File: src/rtl/cpu_pkg.sv
// Shared constants and state types for the UART program loader.
// Frame header codes, response bytes and FSM encodings live here.
package cpu_pkg;

    localparam logic [7:0] HDR_IMEM = 8'h49;
    localparam logic [7:0] HDR_DMEM = 8'h44;
    localparam logic [7:0] ACK      = 8'h06;
    localparam logic [7:0] NAK      = 8'h15;

    typedef enum logic [2:0] {
        IDLE,
        HDR,
        CNT_LO,
        CNT_HI,
        DATA,
        WRITE,
        RESP,
        WAIT_TX
    } upg_state_t;

    typedef enum logic [1:0] {
        R_IDLE,
        R_START,
        R_DATA,
        R_STOP
    } rx_state_t;

    // Counter width for a modulus, never below one bit.
    function automatic int unsigned clog2_min1(input int unsigned v);
        return (v > 1) ? $clog2(v) : 1;
    endfunction

endpackage

File: src/rtl/uart_prog_loader_if.sv
// Memory write port of the program loader.
// The loader drives it; the CPU memories listen.
interface uart_prog_loader_if #(
    parameter int ADDR_W = 14,
    parameter int DATA_W = 32
);

    logic              upg_wen_o;
    logic [ADDR_W:0]   upg_adr_o;
    logic [DATA_W-1:0] upg_dat_o;
    logic              upg_done_o;

    modport master (
        output upg_wen_o,
        output upg_adr_o,
        output upg_dat_o,
        output upg_done_o
    );

    modport slave (
        input upg_wen_o,
        input upg_adr_o,
        input upg_dat_o,
        input upg_done_o
    );

endinterface

File: src/rtl/uart_rx.sv
// 16x oversampled 8N1 receiver with glitch-rejecting start detection.
// Also emits a bit-period tick while the line is idle.
module uart_rx
    import cpu_pkg::*;
#(
    parameter int DIV = 1
) (
    input  logic       clk,
    input  logic       rst,
    input  logic       rx_i,
    output logic [7:0] byte_o,
    output logic       valid_o,
    output logic       ferr_o,
    output logic       tick_o
);

    localparam int DW  = clog2_min1(DIV);
    localparam int BIT = DIV * 16;
    localparam int BW  = clog2_min1(BIT);
    localparam logic [DW-1:0] DIV_LAST = DW'(DIV - 1);
    localparam logic [BW-1:0] BIT_LAST = BW'(BIT - 1);

    logic          rx_s1_q;
    logic          rx_s2_q;
    logic [BW-1:0] bt_q;
    rx_state_t     rs_q, rs_d;
    logic [DW-1:0] div_q, div_d;
    logic [3:0]    os_q, os_d;
    logic [2:0]    nb_q, nb_d;
    logic [7:0]    sh_q, sh_d;
    logic [7:0]    byte_q, byte_d;
    logic          valid_q, valid_d;
    logic          ferr_q, ferr_d;
    logic          os_tick;

    assign os_tick = (div_q == DIV_LAST);
    assign byte_o  = byte_q;
    assign valid_o = valid_q;
    assign ferr_o  = ferr_q;
    assign tick_o  = (bt_q == BIT_LAST) && (rs_q == R_IDLE);

    // Line synchroniser and free-running bit-period counter.
    always_ff @(posedge clk or negedge rst) begin
        if (!rst) begin
            rx_s1_q <= 1'b1;
            rx_s2_q <= 1'b1;
            bt_q    <= '0;
        end else begin
            rx_s1_q <= rx_i;
            rx_s2_q <= rx_s1_q;
            bt_q    <= (bt_q == BIT_LAST) ? '0 : bt_q + BW'(1);
        end
    end

    // Receiver state and shift registers.
    always_ff @(posedge clk or negedge rst) begin
        if (!rst) begin
            rs_q    <= R_IDLE;
            div_q   <= '0;
            os_q    <= '0;
            nb_q    <= '0;
            sh_q    <= '0;
            byte_q  <= '0;
            valid_q <= 1'b0;
            ferr_q  <= 1'b0;
        end else begin
            rs_q    <= rs_d;
            div_q   <= div_d;
            os_q    <= os_d;
            nb_q    <= nb_d;
            sh_q    <= sh_d;
            byte_q  <= byte_d;
            valid_q <= valid_d;
            ferr_q  <= ferr_d;
        end
    end

    // Sample start at tick 8, then every 16 ticks for data and stop.
    always_comb begin
        rs_d    = rs_q;
        os_d    = os_q;
        nb_d    = nb_q;
        sh_d    = sh_q;
        byte_d  = byte_q;
        valid_d = 1'b0;
        ferr_d  = 1'b0;
        div_d   = (rs_q == R_IDLE || os_tick) ? '0 : div_q + DW'(1);
        unique case (rs_q)
            R_IDLE: begin
                if (!rx_s2_q) begin
                    rs_d = R_START;
                    os_d = '0;
                end
            end
            R_START: begin
                if (os_tick) begin
                    if (os_q == 4'd7) begin
                        os_d = '0;
                        nb_d = '0;
                        rs_d = rx_s2_q ? R_IDLE : R_DATA;
                    end else begin
                        os_d = os_q + 4'd1;
                    end
                end
            end
            R_DATA: begin
                if (os_tick) begin
                    os_d = os_q + 4'd1;
                    if (os_q == 4'd15) begin
                        sh_d = {rx_s2_q, sh_q[7:1]};
                        nb_d = nb_q + 3'd1;
                        if (nb_q == 3'd7) begin
                            rs_d = R_STOP;
                        end
                    end
                end
            end
            R_STOP: begin
                if (os_tick) begin
                    os_d = os_q + 4'd1;
                    if (os_q == 4'd15) begin
                        rs_d    = R_IDLE;
                        byte_d  = sh_q;
                        valid_d = rx_s2_q;
                        ferr_d  = !rx_s2_q;
                    end
                end
            end
        endcase
    end

endmodule

File: src/rtl/uart_prog_loader.sv
// UART programmer: receives a framed image and writes it into
// program ROM or data memory, then answers with ACK or NAK.
module uart_prog_loader
    import cpu_pkg::*;
#(
    parameter int CLK_HZ       = 23_000_000,
    parameter int BAUD         = 115_200,
    parameter int ADDR_W       = 14,
    parameter int DATA_W       = 32,
    parameter int TIMEOUT_BITS = 64
) (
    input  logic                 clk,
    input  logic                 rst,
    input  logic                 start_pg,
    input  logic                 rx,
    output logic                 tx,
    output logic                 busy_o,
    uart_prog_loader_if.master   upg
);

    localparam int DIV  = CLK_HZ / (BAUD * 16);
    localparam int BIT  = DIV * 16;
    localparam int BW   = clog2_min1(BIT);
    localparam int NB   = DATA_W / 8;
    localparam int BC_W = clog2_min1(NB);
    localparam int TO_W = clog2_min1(TIMEOUT_BITS);
    localparam logic [BW-1:0]   BIT_LAST = BW'(BIT - 1);
    localparam logic [BC_W-1:0] BC_LAST  = BC_W'(NB - 1);
    localparam logic [TO_W-1:0] TO_LAST  = TO_W'(TIMEOUT_BITS - 1);
    localparam int unsigned     MAX_N    = 32'd1 << ADDR_W;

    logic [7:0]        rx_byte;
    logic              rx_valid;
    logic              rx_ferr;
    logic              rx_tick;

    logic [2:0]        sp_q;
    logic              sp_rise;

    upg_state_t        state_q, state_d;
    logic              sel_q, sel_d;
    logic [15:0]       cnt_q, cnt_d;
    logic [15:0]       idx_q, idx_d;
    logic [BC_W-1:0]   bcnt_q, bcnt_d;
    logic [DATA_W-1:0] word_q, word_d;
    logic [7:0]        resp_q, resp_d;
    logic [TO_W-1:0]   to_q, to_d;
    logic              done_q, done_d;
    logic              wen_q, wen_d;
    logic [ADDR_W:0]   adr_q, adr_d;
    logic [DATA_W-1:0] dat_q, dat_d;

    logic              tx_q;
    logic [8:0]        tx_sh_q;
    logic [3:0]        tx_bits_q;
    logic [BW-1:0]     tx_cnt_q;
    logic              tx_load;
    logic              tx_busy;

    logic [15:0]       n_cnt;
    logic              tmo;

    uart_rx #(
        .DIV (DIV)
    ) u_rx (
        .clk     (clk),
        .rst     (rst),
        .rx_i    (rx),
        .byte_o  (rx_byte),
        .valid_o (rx_valid),
        .ferr_o  (rx_ferr),
        .tick_o  (rx_tick)
    );

    assign sp_rise = sp_q[1] & ~sp_q[2];
    assign n_cnt   = {rx_byte, cnt_q[7:0]};
    assign tmo     = rx_tick && (to_q == TO_LAST);
    assign tx_busy = (tx_bits_q != 4'd0);

    assign tx             = tx_q;
    assign busy_o         = (state_q != IDLE);
    assign upg.upg_wen_o  = wen_q;
    assign upg.upg_adr_o  = adr_q;
    assign upg.upg_dat_o  = dat_q;
    assign upg.upg_done_o = done_q;

    // Two-flop synchroniser plus edge-detect stage for start_pg.
    always_ff @(posedge clk or negedge rst) begin
        if (!rst) begin
            sp_q <= '0;
        end else begin
            sp_q <= {sp_q[1:0], start_pg};
        end
    end

    // Loader state, word assembler, address counter and write port.
    always_ff @(posedge clk or negedge rst) begin
        if (!rst) begin
            state_q <= IDLE;
            sel_q   <= 1'b0;
            cnt_q   <= '0;
            idx_q   <= '0;
            bcnt_q  <= '0;
            word_q  <= '0;
            resp_q  <= ACK;
            to_q    <= '0;
            done_q  <= 1'b1;
            wen_q   <= 1'b0;
            adr_q   <= '0;
            dat_q   <= '0;
        end else begin
            state_q <= state_d;
            sel_q   <= sel_d;
            cnt_q   <= cnt_d;
            idx_q   <= idx_d;
            bcnt_q  <= bcnt_d;
            word_q  <= word_d;
            resp_q  <= resp_d;
            to_q    <= to_d;
            done_q  <= done_d;
            wen_q   <= wen_d;
            adr_q   <= adr_d;
            dat_q   <= dat_d;
        end
    end

    // Frame parser: header, count, payload, then a response byte.
    always_comb begin
        state_d = state_q;
        sel_d   = sel_q;
        cnt_d   = cnt_q;
        idx_d   = idx_q;
        bcnt_d  = bcnt_q;
        word_d  = word_q;
        resp_d  = resp_q;
        done_d  = done_q;
        wen_d   = 1'b0;
        adr_d   = adr_q;
        dat_d   = dat_q;
        tx_load = 1'b0;
        to_d    = to_q;
        if (rx_valid || state_q inside {IDLE, HDR, RESP, WAIT_TX}) begin
            to_d = '0;
        end else if (rx_tick) begin
            to_d = to_q + TO_W'(1);
        end
        unique case (state_q)
            IDLE: begin
                if (sp_rise) begin
                    done_d  = 1'b0;
                    state_d = HDR;
                end
            end
            HDR: begin
                if (rx_ferr) begin
                    resp_d  = NAK;
                    state_d = RESP;
                end else if (rx_valid) begin
                    if (rx_byte == HDR_IMEM) begin
                        sel_d   = 1'b0;
                        state_d = CNT_LO;
                    end else if (rx_byte == HDR_DMEM) begin
                        sel_d   = 1'b1;
                        state_d = CNT_LO;
                    end else begin
                        resp_d  = NAK;
                        state_d = RESP;
                    end
                end
            end
            CNT_LO: begin
                if (rx_ferr || (!rx_valid && tmo)) begin
                    resp_d  = NAK;
                    state_d = RESP;
                end else if (rx_valid) begin
                    cnt_d[7:0] = rx_byte;
                    state_d    = CNT_HI;
                end
            end
            CNT_HI: begin
                if (rx_ferr || (!rx_valid && tmo)) begin
                    resp_d  = NAK;
                    state_d = RESP;
                end else if (rx_valid) begin
                    cnt_d   = n_cnt;
                    idx_d   = '0;
                    bcnt_d  = '0;
                    if (n_cnt == 16'd0) begin
                        resp_d  = ACK;
                        state_d = RESP;
                    end else if ({16'd0, n_cnt} > MAX_N) begin
                        resp_d  = NAK;
                        state_d = RESP;
                    end else begin
                        state_d = DATA;
                    end
                end
            end
            DATA: begin
                if (rx_ferr || (!rx_valid && tmo)) begin
                    resp_d  = NAK;
                    state_d = RESP;
                end else if (rx_valid) begin
                    word_d = (word_q >> 8)
                           | (DATA_W'(rx_byte) << (DATA_W - 8));
                    if (bcnt_q == BC_LAST) begin
                        bcnt_d  = '0;
                        state_d = WRITE;
                    end else begin
                        bcnt_d = bcnt_q + BC_W'(1);
                    end
                end
            end
            WRITE: begin
                wen_d = 1'b1;
                adr_d = {sel_q, idx_q[ADDR_W-1:0]};
                dat_d = word_q;
                idx_d = idx_q + 16'd1;
                if (idx_q + 16'd1 == cnt_q) begin
                    resp_d  = ACK;
                    state_d = RESP;
                end else begin
                    state_d = DATA;
                end
            end
            RESP: begin
                tx_load = 1'b1;
                state_d = WAIT_TX;
            end
            WAIT_TX: begin
                if (!tx_busy) begin
                    done_d  = 1'b1;
                    state_d = IDLE;
                end
            end
        endcase
    end

    // 8N1 transmitter; the bit counter hits zero after the stop bit.
    always_ff @(posedge clk or negedge rst) begin
        if (!rst) begin
            tx_q      <= 1'b1;
            tx_sh_q   <= '1;
            tx_bits_q <= '0;
            tx_cnt_q  <= '0;
        end else if (tx_load) begin
            tx_q      <= 1'b0;
            tx_sh_q   <= {1'b1, resp_q};
            tx_bits_q <= 4'd10;
            tx_cnt_q  <= '0;
        end else if (tx_busy) begin
            if (tx_cnt_q == BIT_LAST) begin
                tx_cnt_q  <= '0;
                tx_q      <= tx_sh_q[0];
                tx_sh_q   <= {1'b1, tx_sh_q[8:1]};
                tx_bits_q <= tx_bits_q - 4'd1;
            end else begin
                tx_cnt_q <= tx_cnt_q + BW'(1);
            end
        end
    end

endmodule

File: src/flat_wrapper.sv
// flat-port wrapper written by rule: the top's interface ports become plain ports
module uart_prog_loader_flat import cpu_pkg::*;
#(
    parameter int CLK_HZ       = 23_000_000,
    parameter int BAUD         = 115_200,
    parameter int ADDR_W       = 14,
    parameter int DATA_W       = 32,
    parameter int TIMEOUT_BITS = 64
)
  (clk, rst, start_pg, rx, tx, busy_o, upg_upg_wen_o, upg_upg_adr_o, upg_upg_dat_o, upg_upg_done_o);
  uart_prog_loader_if #(.ADDR_W(ADDR_W), .DATA_W(DATA_W)) upg_i ();
  input  logic clk;
  input  logic rst;
  input  logic start_pg;
  input  logic rx;
  output logic tx;
  output logic busy_o;
  output wire logic [$bits(upg_i.upg_wen_o)-1:0] upg_upg_wen_o;
  output wire logic [$bits(upg_i.upg_adr_o)-1:0] upg_upg_adr_o;
  output wire logic [$bits(upg_i.upg_dat_o)-1:0] upg_upg_dat_o;
  output wire logic [$bits(upg_i.upg_done_o)-1:0] upg_upg_done_o;
  assign upg_upg_wen_o = upg_i.upg_wen_o;
  assign upg_upg_adr_o = upg_i.upg_adr_o;
  assign upg_upg_dat_o = upg_i.upg_dat_o;
  assign upg_upg_done_o = upg_i.upg_done_o;
  uart_prog_loader #(.CLK_HZ(CLK_HZ), .BAUD(BAUD), .ADDR_W(ADDR_W), .DATA_W(DATA_W), .TIMEOUT_BITS(TIMEOUT_BITS)) u_core (.clk(clk), .rst(rst), .start_pg(start_pg), .rx(rx), .tx(tx), .busy_o(busy_o), .upg(upg_i));
endmodule
File: config.mk
export PLATFORM = sky130hd
export DESIGN_NAME = uart_prog_loader_flat
export DESIGN_NICKNAME = d
export VERILOG_FILES = /design/src/rtl/cpu_pkg.sv /design/src/rtl/uart_prog_loader_if.sv /design/src/rtl/uart_rx.sv /design/src/rtl/uart_prog_loader.sv /design/src/flat_wrapper.sv
export SDC_FILE = /design/constraint.sdc
export NUM_CORES = 1
export LEC_CHECK = 0
export ABC_AREA = 1
export CORE_ASPECT_RATIO = 1.2
export CORE_MARGIN = 1
export CORE_UTILIZATION = 56
export CTS_BUF_LIST = sky130_fd_sc_hd__clkbuf_8
export DETAILED_ROUTE_END_ITERATION = 7
export GPL_ROUTABILITY_DRIVEN = 0
export HOLD_SLACK_MARGIN = 0.06
export PLACE_DENSITY = 0.79
export SKIP_LAST_GASP = 1
export SLEW_MARGIN = 40
export SYNTH_ARGS = -nofsm -noshare
export SYNTH_HDL_FRONTEND = slang
export SYNTH_HIERARCHICAL = 1
export SYNTH_SLANG_ARGS = --single-unit
File: constraint.sdc
create_clock -name clk -period 2.8 [get_ports clk]
set_clock_uncertainty 0.15 [all_clocks]
set_input_delay 0.56 -clock clk [delete_from_list [all_inputs] [get_ports clk]]
set_output_delay 0.56 -clock clk [all_outputs]
set_load 0.005 [all_outputs]
==> results.txt <==
----------------------------------------------------
[STA]
  Worst-Margin Slew ... 642 ps
  Worst max-slew margin expressed relative to the limit ... 0.572
  Clock period minus final worst setup slack ... 2690 ps
  Setup Viol. Count Final ... 0
  Total negative setup slack ... 0 ps
  Period utilisation layout ... 0.960
  Endpoints failing hold ... 0
  Final WS setup ... between 100 and 150 ps
  Final Hold Slack ... approximately 210 ps
  Maximum clock frequency ... 0.372 GHz
  Max Slew Vio Count ... 0

[Place]
  Pre-CTS worst setup slack ... around 140 ps
  Number of cells in the design after placement ... between 1000 and 1500
  Placed wire-length estimate ... between 10000 and 15000 µm
  Count of input and output buffers ... 54
  Instance area after placement ... ~9500 µm²

[Route]
  Via count normalized by instance count ... 5.19
  Post-Route WL ... around 17000 µm
  Antenna violation net count after detailed routing ... 0
  Number of vias after detailed routing ... between 6000 and 7000
  Routed length per instance ... about 13 µm
  First drt pass iteration count ... 6
  Detailed router's first-iteration violation count ... approximately 600
  DRC violations left ... 0

[Clock tree]
  Level count of the clock H-tree ... 4
  Clock tree from TritonCTS ... done
  Clock latency reported for the late side of the worst-skew pair ... between 400 and 500 ps
  Largest buffer count on any clock path ... 2
  Clock buffer count from CTS ... 17
  Clock Tree Root ... sky130_fd_sc_hd__clkbuf_8
  TritonCTS sink count ... 192
  Clock-pin slew reported for the worst setup and hold paths after clock tree synthesis ... roughly 100 ps

[Final layout]
  Layout Cells excl Fill ... between 1000 and 1500
  Core Util, Final ... 0.663
  Fillers ... roughly 1200
  Diode count ... 0
  Final design area excluding fillers ... between 10000 and 15000 µm²
  Layout-stage area growth over the synthesis result ... 14.9%
  Seq. cell area ... roughly 4800 µm²
  Post-layout nets ... roughly 1100
  Total area of multi-input combinational cells ... around 3300 µm²
  Fraction of final layout cells with drive strength greater than 1 ... 0.120

[Yosys]
  Number of nets in the synthesized netlist ... 1039
  Top_reg_cell synth ... sky130_fd_sc_hd__dfrtp_1
  Count of cell types in the netlist ... a little over 40
  Cell type contributing the most total cell area after synthesis ... sky130_fd_sc_hd__dfrtp_1
  Sequential cell area fraction in the yosys report ... 0.552
  Count of yosys warnings during synthesis ... 6
  Average cell area after synthesis ... 8.53 µm²
  Mapped Area ... just under 9000 µm²
  Async SR Flop Fraction ... 1.00
  Post-synthesis cell count ... 1024
  Ranking of synthesized cells by instance count ... sky130_fd_sc_hd__nand2_1 (286), sky130_fd_sc_hd__dfrtp_1 (179), sky130_fd_sc_hd__inv_1 (122)
  Number of flops mapped to enable cells by yosys ... 0
  Cell with the most instances after synthesis ... sky130_fd_sc_hd__nand2_1
  Leading cell types by total area after synthesis ... sky130_fd_sc_hd__dfrtp_1 (51%), sky130_fd_sc_hd__nand2_1 (12%), sky130_fd_sc_hd__o21ai_0 (6.1%)
  Synthesis-stage register bit count ... ~190
  Area fraction of the dominant cell type after synthesis ... 0.513

[Worst setup path]
  Critical Path Fanout Max ... 5
  Required arrival time at the worst endpoint ... 3020 ps
  Critical path startpoint category ... flip-flop
  Beginning of the worst register-to-register path ... u_core/u_rx/bt_q[0]$_DFF_PN0_
  Register-to-Register Path Depth ... 19
  Crit path DAT ... slightly below 3000 ps
  Register-to-register setup slack ... approximately 110 ps
  Classification of the worst setup path ... flip-flop to flip-flop
  Endpoint of the worst register-to-register path ... u_core/resp_q[0]$_DFFE_PN0P_
  Critical Path Sink Type ... flip-flop

[Global routing]
  Global router's overall resource usage ... 0.229
  Wire length of the first global-routing pass ... approximately 30000 µm
  Via count of the first global-routing pass ... around 6500
  Initial antenna violation count ... 0
  Largest net degree at the start of global routing ... 100
  Grt total ovfl ... 0

[Hold path]
  Hold Path Stages ... 0
  Type of the tightest min-delay check ... flip-flop to flip-flop
  Hold path startpoint ... u_core/sp_q[0]$_DFF_PN0_
  End point of the most critical hold path ... u_core/sp_q[1]$_DFF_PN0_

[Floorplan]
  Effective utilization at floorplan ... 0.577
  Die area ... 16100 µm²
  Die width ... 116 µm
  FP Rows ... about 50
  Total I/O pin count ... 55
  Standard cell core area ... between 15000 and 20000 µm²
  Die H ... ~140 µm

[Power]
  Leakage component of the power ... between 4 and 5 nW
  Maximum ir drop on the vdd rail ... 380 µV
  PD cells ... around 650 nW/µm²
  Post-route total power ... 6.57 mW

[Run]
  Number of max-cap violations ... 0

[Status]
  Status ... complete, no violations

----------------------------------------------------
worst max-delay path, stage by stage (launching register included):
cell                      delay, ps
sky130_fd_sc_hd__dfrtp_1        380
sky130_fd_sc_hd__ha_2           200
sky130_fd_sc_hd__nand2_2         60
sky130_fd_sc_hd__inv_2           70
sky130_fd_sc_hd__nand4_1        170
sky130_fd_sc_hd__nor3_1         220
sky130_fd_sc_hd__buf_4          160
sky130_fd_sc_hd__nand2_2         60
sky130_fd_sc_hd__nor2_4         130
sky130_fd_sc_hd__nand2_2         70
sky130_fd_sc_hd__nor2_4         110
sky130_fd_sc_hd__nand3_1         80
sky130_fd_sc_hd__nand2_2        110
sky130_fd_sc_hd__inv_2           70
sky130_fd_sc_hd__nand3_1        120
sky130_fd_sc_hd__nand2_2         80
sky130_fd_sc_hd__nor3_4         140
sky130_fd_sc_hd__nand2_1         90
sky130_fd_sc_hd__nand2_1         70
sky130_fd_sc_hd__nand2_1         40
cells by family (layout without fill, tap and decap cells):
family | count (synthesis) | after routing | share of synthesized area
xor+xnor | 7 | 7 | 0.00702
simple gates | 476 | 476 | 0.239
flops | 192 | 192 | 0.552
buf+inv | 159 | 237 | 0.0721
mux | 1 | 1 | 0.00115
compound gates | 178 | 178 | 0.113
fa+ha+maj | 11 | 11 | 0.0158
registers in the layout, summed over array words and instances, names as in the netlist, 3 cells and up, named ones only:
name and count:
u_core/u_rx/sh_q 8, u_core/sp_q 3, u_core/u_rx/byte_o 8, u_core/u_rx/bt_q 8, u_core/word_q 32, u_core/state_q 3, u_core/cnt_q 16, u_core/u_rx/os_q 4
u_core/upg.upg_adr_o 15, u_core/tx_bits_q 4, u_core/upg.upg_dat_o 32, u_core/u_rx/div_q 4, u_core/tx_cnt_q 8, u_core/tx_sh_q 8, u_core/to_q 6, u_core/u_rx/nb_q 3
u_core/idx_q 16
placed cells by master, fill, tap and decap left out, types with 13 or more instances in the layout:
cell type                         instances
sky130_fd_sc_hd__a21oi_1                 22
sky130_fd_sc_hd__dfrtp_1                179
sky130_fd_sc_hd__dfstp_2                 13
sky130_fd_sc_hd__nor2_1                  68
sky130_fd_sc_hd__clkbuf_8                18
sky130_fd_sc_hd__buf_4                   15
sky130_fd_sc_hd__clkdlybuf4s50_1         53
sky130_fd_sc_hd__nand4_1                 15
sky130_fd_sc_hd__inv_1                  119
sky130_fd_sc_hd__inv_2                   13
sky130_fd_sc_hd__nand3_1                 56
sky130_fd_sc_hd__o21ai_0                106
sky130_fd_sc_hd__o22ai_1                 16
sky130_fd_sc_hd__nand2_1                281
layer usage:
metal | global-route usage | up-vias | routed length [µm]
li1 | - | 3430 | -
met1 | 0.298 | 3164 | 7720
met2 | 0.381 | 148 | 8490
met3 | 0.0411 | 35 | 586
met4 | 0.0864 | 0 | 396
met5 | 0 | - | 0
where the power goes:
| part | internal [mW] | total (mW) | switching, mW | leakage (nW) |
|---|---|---|---|---|
| Clock | 0.769 | 1.86 | 1.09 | 0.215 |
| Combinational | 0.532 | 1.51 | 0.978 | 1.80 |
| Sequential | 3.05 | 3.20 | 0.155 | 2.57 |
worst max path at each step:
stage                              endpoint  depth (start not counted)                           from  slack (ps)
2_1_floorplan  u_core/resp_q[0]$_DFFE_PN0P_                         18  u_core/u_rx/bt_q[0]$_DFF_PN0_         240
3_3_place_gp   u_core/resp_q[0]$_DFFE_PN0P_                         19  u_core/u_rx/bt_q[0]$_DFF_PN0_         240
3_5_place_dp   u_core/resp_q[0]$_DFFE_PN0P_                         19  u_core/u_rx/bt_q[0]$_DFF_PN0_         140
4_1_cts        u_core/resp_q[0]$_DFFE_PN0P_                         19  u_core/u_rx/bt_q[0]$_DFF_PN0_         130
5_1_grt        u_core/resp_q[0]$_DFFE_PN0P_                         19  u_core/u_rx/bt_q[0]$_DFF_PN0_         -70
6_report       u_core/resp_q[0]$_DFFE_PN0P_                         19  u_core/u_rx/bt_q[0]$_DFF_PN0_         110
layout make-up:
class / instances / area share
inverters: 132 / 0.0494
clock buffers: 17 / 0.0233
clock inverters: 15 / 0.0181
well taps: 204 / 0.0254
repair buffers: 73 / 0.0716
flip-flops and latches: 192 / 0.480
multi-input cells: 673 / 0.332
timing repair:
action / in CTS / in global routing
hold endpoints to repair: 56 / 0
setup buffers: 0 / 8
hold buffers: 1 / 0
endpoints found under the setup margin: 0 / 5
resized for setup: 0 / 15
Power figures use the tool's default switching activity.
